===== config.mk =====
export PLATFORM = sky130hd
export DESIGN_NAME = uart_tx_arbiter_flat
export DESIGN_NICKNAME = d
export VERILOG_FILES = /design/src/rtl/uart_tx_arbiter_if.sv /design/src/rtl/uart_tx_arbiter.sv /design/src/flat_wrapper.sv
export SDC_FILE = /design/constraint.sdc
export NUM_CORES = 1
export LEC_CHECK = 0
export CELL_PAD_IN_SITES_DETAIL_PLACEMENT = 1
export CELL_PAD_IN_SITES_GLOBAL_PLACEMENT = 2
export CORE_AREA = 2 2 86 88
export DETAILED_ROUTE_END_ITERATION = 12
export DIE_AREA = 0 0 88 90
export PLACE_DENSITY = 0.72
export SYNTH_ARGS = -nofsm -noshare
export SYNTH_HDL_FRONTEND = slang
export SYNTH_SLANG_ARGS = --single-unit
export TNS_END_PERCENT = 1

===== constraint.sdc =====
create_clock -name clk -period 3 [get_ports clk]
set_clock_uncertainty 0.2 [all_clocks]
set_input_delay 0.45 -clock clk [delete_from_list [all_inputs] [get_ports clk]]
set_output_delay 0.45 -clock clk [all_outputs]
set_load 0.005 [all_outputs]

===== src/rtl/uart_tx_arbiter_if.sv =====
// Handshake bundle between byte-stream clients, the shared UART transmitter and uart_tx_arbiter.
// The arbiter connects through the slave modport; clients and transmitter use master.
interface uart_tx_arbiter_if #(
    parameter int BYTE_WIDTH = 8,
    parameter int N_REQ      = 4
);
    logic [N_REQ-1:0]            req_valid;
    logic [N_REQ*BYTE_WIDTH-1:0] req_data;
    logic [N_REQ-1:0]            req_last;
    logic [N_REQ-1:0]            req_ready;
    logic                        tx_start;
    logic [BYTE_WIDTH-1:0]       tx_data;
    logic                        tx_done;
    logic                        busy;
    logic [3:0]                  grant_id;

    modport slave (
        input  req_valid, req_data, req_last, tx_done,
        output req_ready, tx_start, tx_data, busy, grant_id
    );

    modport master (
        output req_valid, req_data, req_last, tx_done,
        input  req_ready, tx_start, tx_data, busy, grant_id
    );
endinterface


===== src/rtl/uart_tx_arbiter.sv =====
// Round-robin burst arbiter sharing one UART byte transmitter among N_REQ requesters.
// Define UART_TX_ARB_HDR_EN to prefix every burst with a {4'hA, grant_id} header byte.
module uart_tx_arbiter #(
    parameter int BYTE_WIDTH = 8,
    parameter int N_REQ      = 4
) (
    input  logic             clk,
    input  logic             arst_n,
    uart_tx_arbiter_if.slave bus
);
    localparam int IDW = 4;

    typedef enum logic [2:0] {
        S_IDLE  = 3'd0,
        S_LOAD  = 3'd1,
        S_START = 3'd2,
        S_WAIT  = 3'd3,
        S_DRAIN = 3'd4
`ifdef UART_TX_ARB_HDR_EN
        ,S_HDR  = 3'd5
`endif
    } state_e;

    state_e                state_q, state_d;
    logic [IDW-1:0]        grant_q, grant_d;
    logic [IDW-1:0]        rr_ptr_q, rr_ptr_d;
    logic [BYTE_WIDTH-1:0] tx_data_q, tx_data_d;
    logic                  last_q, last_d;
    logic                  tx_start_q;
    logic                  busy_q;
`ifdef UART_TX_ARB_HDR_EN
    logic                  hdr_q, hdr_d;
`endif

    logic [N_REQ-1:0]      valid_rot_s;
    logic [IDW-1:0]        pick_off_s;
    logic [IDW:0]          pick_sum_s;
    logic [IDW-1:0]        pick_s;
    logic [N_REQ-1:0]      grant_oh_s;
    logic                  sel_valid_s;
    logic                  sel_last_s;
    logic [BYTE_WIDTH-1:0] sel_data_s;
    logic [IDW-1:0]        rr_next_s;
    logic [N_REQ-1:0]      ready_s;

    // Rotate requests so rr_ptr lands on bit 0, then take the lowest set bit.
    always_comb begin
        valid_rot_s = N_REQ'({bus.req_valid, bus.req_valid} >> rr_ptr_q);
        pick_off_s  = '0;
        for (int k = N_REQ - 1; k >= 0; k--) begin
            pick_off_s = valid_rot_s[k] ? IDW'(k) : pick_off_s;
        end
        pick_sum_s = {1'b0, rr_ptr_q} + {1'b0, pick_off_s};
        pick_s     = (pick_sum_s >= (IDW+1)'(N_REQ)) ?
                     IDW'(pick_sum_s - (IDW+1)'(N_REQ)) : pick_sum_s[IDW-1:0];
    end

    // Select the granted requester's handshake lane.
    always_comb begin
        grant_oh_s  = {{(N_REQ-1){1'b0}}, 1'b1} << grant_q;
        sel_valid_s = |(bus.req_valid & grant_oh_s);
        sel_last_s  = |(bus.req_last & grant_oh_s);
        sel_data_s  = BYTE_WIDTH'(bus.req_data >> (32'(grant_q) * 32'(BYTE_WIDTH)));
        rr_next_s   = (grant_q == IDW'(N_REQ - 1)) ? '0 : grant_q + 4'd1;
    end

    // Next-state and datapath decode.
    always_comb begin
        state_d   = state_q;
        grant_d   = grant_q;
        rr_ptr_d  = rr_ptr_q;
        tx_data_d = tx_data_q;
        last_d    = last_q;
        ready_s   = '0;
`ifdef UART_TX_ARB_HDR_EN
        hdr_d     = hdr_q;
`endif
        case (state_q)
            S_IDLE: begin
                if (bus.req_valid != '0) begin
                    grant_d = pick_s;
`ifdef UART_TX_ARB_HDR_EN
                    state_d = S_HDR;
`else
                    state_d = S_LOAD;
`endif
                end else begin
                    state_d = S_IDLE;
                end
            end
`ifdef UART_TX_ARB_HDR_EN
            S_HDR: begin
                tx_data_d = BYTE_WIDTH'({4'hA, grant_q});
                hdr_d     = 1'b1;
                state_d   = S_START;
            end
`endif
            S_LOAD: begin
                if (sel_valid_s) begin
                    ready_s   = grant_oh_s;
                    tx_data_d = sel_data_s;
                    last_d    = sel_last_s;
                    state_d   = S_START;
                end else begin
                    state_d = S_LOAD;
                end
            end
            S_START: state_d = S_WAIT;
            S_WAIT: begin
                if (bus.tx_done) begin
                    state_d = S_DRAIN;
                end else begin
                    state_d = S_WAIT;
                end
            end
            // Starting again before tx_done drops would clip the stop bit.
            S_DRAIN: begin
                if (!bus.tx_done) begin
`ifdef UART_TX_ARB_HDR_EN
                    hdr_d = 1'b0;
                    if (hdr_q) begin
                        state_d = S_LOAD;
                    end else if (!last_q) begin
`else
                    if (!last_q) begin
`endif
                        state_d = S_LOAD;
                    end else begin
                        state_d  = S_IDLE;
                        rr_ptr_d = rr_next_s;
                    end
                end else begin
                    state_d = S_DRAIN;
                end
            end
            default: state_d = S_IDLE;
        endcase
    end

    // State, pointer, data and registered output flops.
    always_ff @(posedge clk or negedge arst_n) begin
        if (!arst_n) begin
            state_q    <= S_IDLE;
            grant_q    <= '0;
            rr_ptr_q   <= '0;
            tx_data_q  <= '0;
            last_q     <= 1'b0;
            tx_start_q <= 1'b0;
            busy_q     <= 1'b0;
`ifdef UART_TX_ARB_HDR_EN
            hdr_q      <= 1'b0;
`endif
        end else begin
            state_q    <= state_d;
            grant_q    <= grant_d;
            rr_ptr_q   <= rr_ptr_d;
            tx_data_q  <= tx_data_d;
            last_q     <= last_d;
            tx_start_q <= (state_d == S_START);
            busy_q     <= (state_d != S_IDLE);
`ifdef UART_TX_ARB_HDR_EN
            hdr_q      <= hdr_d;
`endif
        end
    end

    assign bus.req_ready = ready_s;
    assign bus.tx_start  = tx_start_q;
    assign bus.tx_data   = tx_data_q;
    assign bus.busy      = busy_q;
    assign bus.grant_id  = grant_q;
endmodule


===== src/flat_wrapper.sv =====
// flat-port wrapper written by rule: the top's interface ports become plain ports
module uart_tx_arbiter_flat 
#(
    parameter int BYTE_WIDTH = 8,
    parameter int N_REQ      = 4
)
  (clk, arst_n, bus_req_valid, bus_req_data, bus_req_last, bus_tx_done, bus_req_ready, bus_tx_start, bus_tx_data, bus_busy, bus_grant_id);
  uart_tx_arbiter_if #(.BYTE_WIDTH(BYTE_WIDTH), .N_REQ(N_REQ)) bus_i ();
  input  logic clk;
  input  logic arst_n;
  input wire logic [$bits(bus_i.req_valid)-1:0] bus_req_valid;
  input wire logic [$bits(bus_i.req_data)-1:0] bus_req_data;
  input wire logic [$bits(bus_i.req_last)-1:0] bus_req_last;
  input wire logic [$bits(bus_i.tx_done)-1:0] bus_tx_done;
  output wire logic [$bits(bus_i.req_ready)-1:0] bus_req_ready;
  output wire logic [$bits(bus_i.tx_start)-1:0] bus_tx_start;
  output wire logic [$bits(bus_i.tx_data)-1:0] bus_tx_data;
  output wire logic [$bits(bus_i.busy)-1:0] bus_busy;
  output wire logic [$bits(bus_i.grant_id)-1:0] bus_grant_id;
  assign bus_i.req_valid = bus_req_valid;
  assign bus_i.req_data = bus_req_data;
  assign bus_i.req_last = bus_req_last;
  assign bus_i.tx_done = bus_tx_done;
  assign bus_req_ready = bus_i.req_ready;
  assign bus_tx_start = bus_i.tx_start;
  assign bus_tx_data = bus_i.tx_data;
  assign bus_busy = bus_i.busy;
  assign bus_grant_id = bus_i.grant_id;
  uart_tx_arbiter #(.BYTE_WIDTH(BYTE_WIDTH), .N_REQ(N_REQ)) u_core (.clk(clk), .arst_n(arst_n), .bus(bus_i));
endmodule

==> metrics.yaml <==
status:
  status: "finished, final reports clean"
synth:
  synth-xor-area-share_pct: 1.70
  yosysTopAreaCell: "dfrtp_1"
  ys_types: 40
  synth_top_cell_area_share_pct: 35.5
  synth-seq-cells: 22
  synth_fa_ha_area_share_pct: 4.52
  synth-edff-count: 0
  muxShareOfSynthArea_pct: 24.6
  seq_area_frac_synth_pct: 35.5
  yosysWarningCount: 0
  ys.flop_type: "dfrtp_1"
  synth_area_sq_um: 1550
  synth_cells: 155
  avgSynthCellArea_sq_um: 9.99
  synthesis.nets: 203
  synth_simple_gate_area_share_pct: 13.9
  synth_top_family_by_area: "multiplexers"
  synth_area_leaders: "dfrtp_1 (36%), mux2i_1 (15%), mux2_2 (5.1%)"
  async_flop_share_pct: 100
  synth-compound-area-share_pct: 12.7
floorplan:
  fp-row-count: 31
  chipHeight_um: 90
  die_w_um: 88
  pin_count: 61
  dieArea_sq_um: 7920
  start_util_pct: 22.1
  core_sq_um: 7020
setup_path:
  cp-end-kind: "flop"
  max_stage_delay_ns: 0.45
  timing.rr.end: "u_core.bus.grant_id[3]"
  r2r_slack_ns: 0.11
  required_ns: 2.94
  critPathArrivalTime_ns: 2.83
  path_delay_family: "adder cells"
  critical_path.cell_chain: "mux2i_2, buf_4, nor2_2, o21ai_1, and3_1, ha_2, inv_2, fa_2, xnor2_2, ha_2, a221oi_2, nor2b_1, o31ai_1"
  r2r_cells: 13
  r2r_start: "u_core.rr_ptr_q[0]"
  critPathSlowestCell: "dfrtp_2"
  crit_path_start_kind: "flop"
  critPathKind: "flop to flop"
  critPathBufInv: 2
  crit_top_cell: "ha_2"
  worstPathMaxFanout: 5
worst_hold_path:
  holdPathStages: 1
  min_from: "u_core.bus.tx_data[3]"
  hold_end: "u_core.bus.tx_data[3]"
  hold_class: "flop to flop"
placed_design:
  port-buffer-count: 60
  dp_hpwl_mm: 3.75
  gp_congestion: 0.721
  placedCellCount: 322
detailed_routing:
  wl_mm: 4.95
  drt-met1-wl_mm: 2.26
  drt-vias-per-instance: 4.51
  detail-route-antenna-nets: 0
  top_layer: "met4"
  dr.pass1.iters: 4
  drc: 0
  drtIter0Drc: 86
  vias: 1480
  met2_wirelength_mm: 2.37
  routedWlPerCell_um: 15.1
  route.met3.wl_um: 280
global_route:
  grt_overflow: 0
  grt_pass1_vias: 1581
  antenna_found_initial: 0
  grt_max_degree: 26
  grtUsageTotal_pct: 12.4
  grt_pass1_wl_mm: 7.82
pwr:
  p_leak_nw: 1.09
  ir_drop_uv: 220
  power.density_nw_per_um2: 826
clock_network:
  cts_buffers: 3
  clk_path_buf_depth: 2
  hold_buffers: 0
  clock_latency_ns: 0.26
  cts.clk_slew.worst_paths_ns: 0.08
  clkSinkCount: 22
  cts.htree.levels: 1
  cts_tree: "yes"
  cts_root_buffer: "clkbuf_8"
timing:
  final-setup-viol-count: 0
  fmax_ghz: 0.346
  tightest_slew_ns: 0.403
  rsz0062_at_grt: "yes"
  layout_worst_path_cycle_share_pct: 96.3
  hold_violations: 0
  setup_tns_ns: 0
  timing.final.crit_period_ns: 2.89
  maxSlewViolCount: 0
  relSlewSlack_pct: 73.2
cells_and_area:
  final_cells: 328
  fin_util_pct: 35.1
  nFillCells: 806
  n_antenna_cell: 0
  area_delta_synth_final_pct: 59.0
  layout-drive-gt1-share_pct: 22.7
  fin_nets: 279
  final_cell_mix: "clkdlybuf4s50_1 (52), buf_4 (22), mux2i_1 (21), dfrtp_1 (21), nand2_1 (15)"
  final_common_cell: "clkdlybuf4s50_1"
flow_run:
  max_cap_violations: 0
[area by class of cell]
| class | count | area [sq um] | area share, % |
|---|---|---|---|
| inverters | 8 | 30.0 | 1.22 |
| flip-flops and latches | 22 | 552 | 22.4 |
| multi-input cells | 114 | 952 | 38.7 |
| well taps | 99 | 124 | 5.03 |
| clock buffers | 3 | 41.3 | 1.68 |
| repair buffers | 82 | 763 | 31.0 |
[registers in the layout, indices dropped and copies added, names as in the netlist]
name / cells
u_core.bus.tx_start: 1
u_core.bus.tx_data: 8
u_core.last_q: 1
u_core.bus.busy: 1
u_core.bus.grant_id: 4
u_core.state_q: 3
u_core.rr_ptr_q: 4
[per-layer routing]
layer	up-vias	track usage, %
met4	0	3.85
li1	707	-
met1	727	16.2
met3	2	1.65
met2	44	20.9
met5	-	0
[what timing repair did]
| item | 4_1_cts | 5_1_grt |
|---|---|---|
| endpoints found under the setup margin | 6 | 4 |
| setup buffers | 1 | 2 |
| endpoints found under the hold margin | 0 | 0 |
| pin swaps | 1 | 5 |
| gates resized for setup | 13 | 13 |
[cell usage after synthesis (all sizes together) (3+ instances only)]
cell type and n:
a21oi 3, buf 7, clkbuf 4, dfrtp 22
ha 4, inv 8, mux2 10, mux2i 23
nand2 16, nand3 3, nor2 4, nor2b 6
nor4 4, o21ai 5, o22ai 10
[worst register-to-register path, stage by stage, from the launching register on]
cell,delay [ns]
dfrtp_2,0.45
mux2i_2,0.26
buf_4,0.15
nor2_2,0.03
o21ai_1,0.12
and3_1,0.17
ha_2,0.19
inv_2,0.04
fa_2,0.35
xnor2_2,0.16
ha_2,0.19
a221oi_2,0.23
nor2b_1,0.17
o31ai_1,0.07
[cell families (layout without fill, tap and decap cells)]
| logic type | Yosys count | count (layout) |
|---|---|---|
| simple gates | 42 | 42 |
| mux | 34 | 34 |
| compound gates | 30 | 30 |
| flops | 22 | 22 |
| buf+inv | 19 | 93 |
| fa+ha+maj | 5 | 5 |
| xor+xnor | 3 | 3 |
[report_power, final]
group	switching, mW	internal [mW]
Sequential	0.107	0.423
Clock	0.0966	0.0896
Combinational	0.585	0.732
Total	0.789	1.24
[stage by stage]
stage               area (sq um)  total power [mW]  hold slack, ns  worst slack (ns)
global route                2460              2.22           0.336            -0.106
CTS                         2410              2.04           0.318           -0.0963
global placement            2340              1.79           0.287            -0.384
detailed placement          2340              1.81           0.295            -0.543
floorplan                   1550              1.30         -0.0456            0.0705
finish                      2460              2.03           0.313             0.112
[worst max-delay path by stage]
stage	from	end	slack, ns	depth (start not counted)
floorplan	u_core.rr_ptr_q[0]	u_core.bus.grant_id[3]	0.07	13
global route	u_core.rr_ptr_q[0]	u_core.bus.grant_id[3]	-0.11	13
finish	u_core.rr_ptr_q[0]	u_core.bus.grant_id[3]	0.11	13
CTS	bus_req_valid[3]	u_core.bus.grant_id[3]	-0.1	14
global placement	bus_req_valid[2]	u_core.bus.grant_id[3]	-0.38	13
detailed placement	bus_req_valid[2]	u_core.bus.grant_id[3]	-0.54	13
No activity file was read; power rests on OpenSTA's default activity.
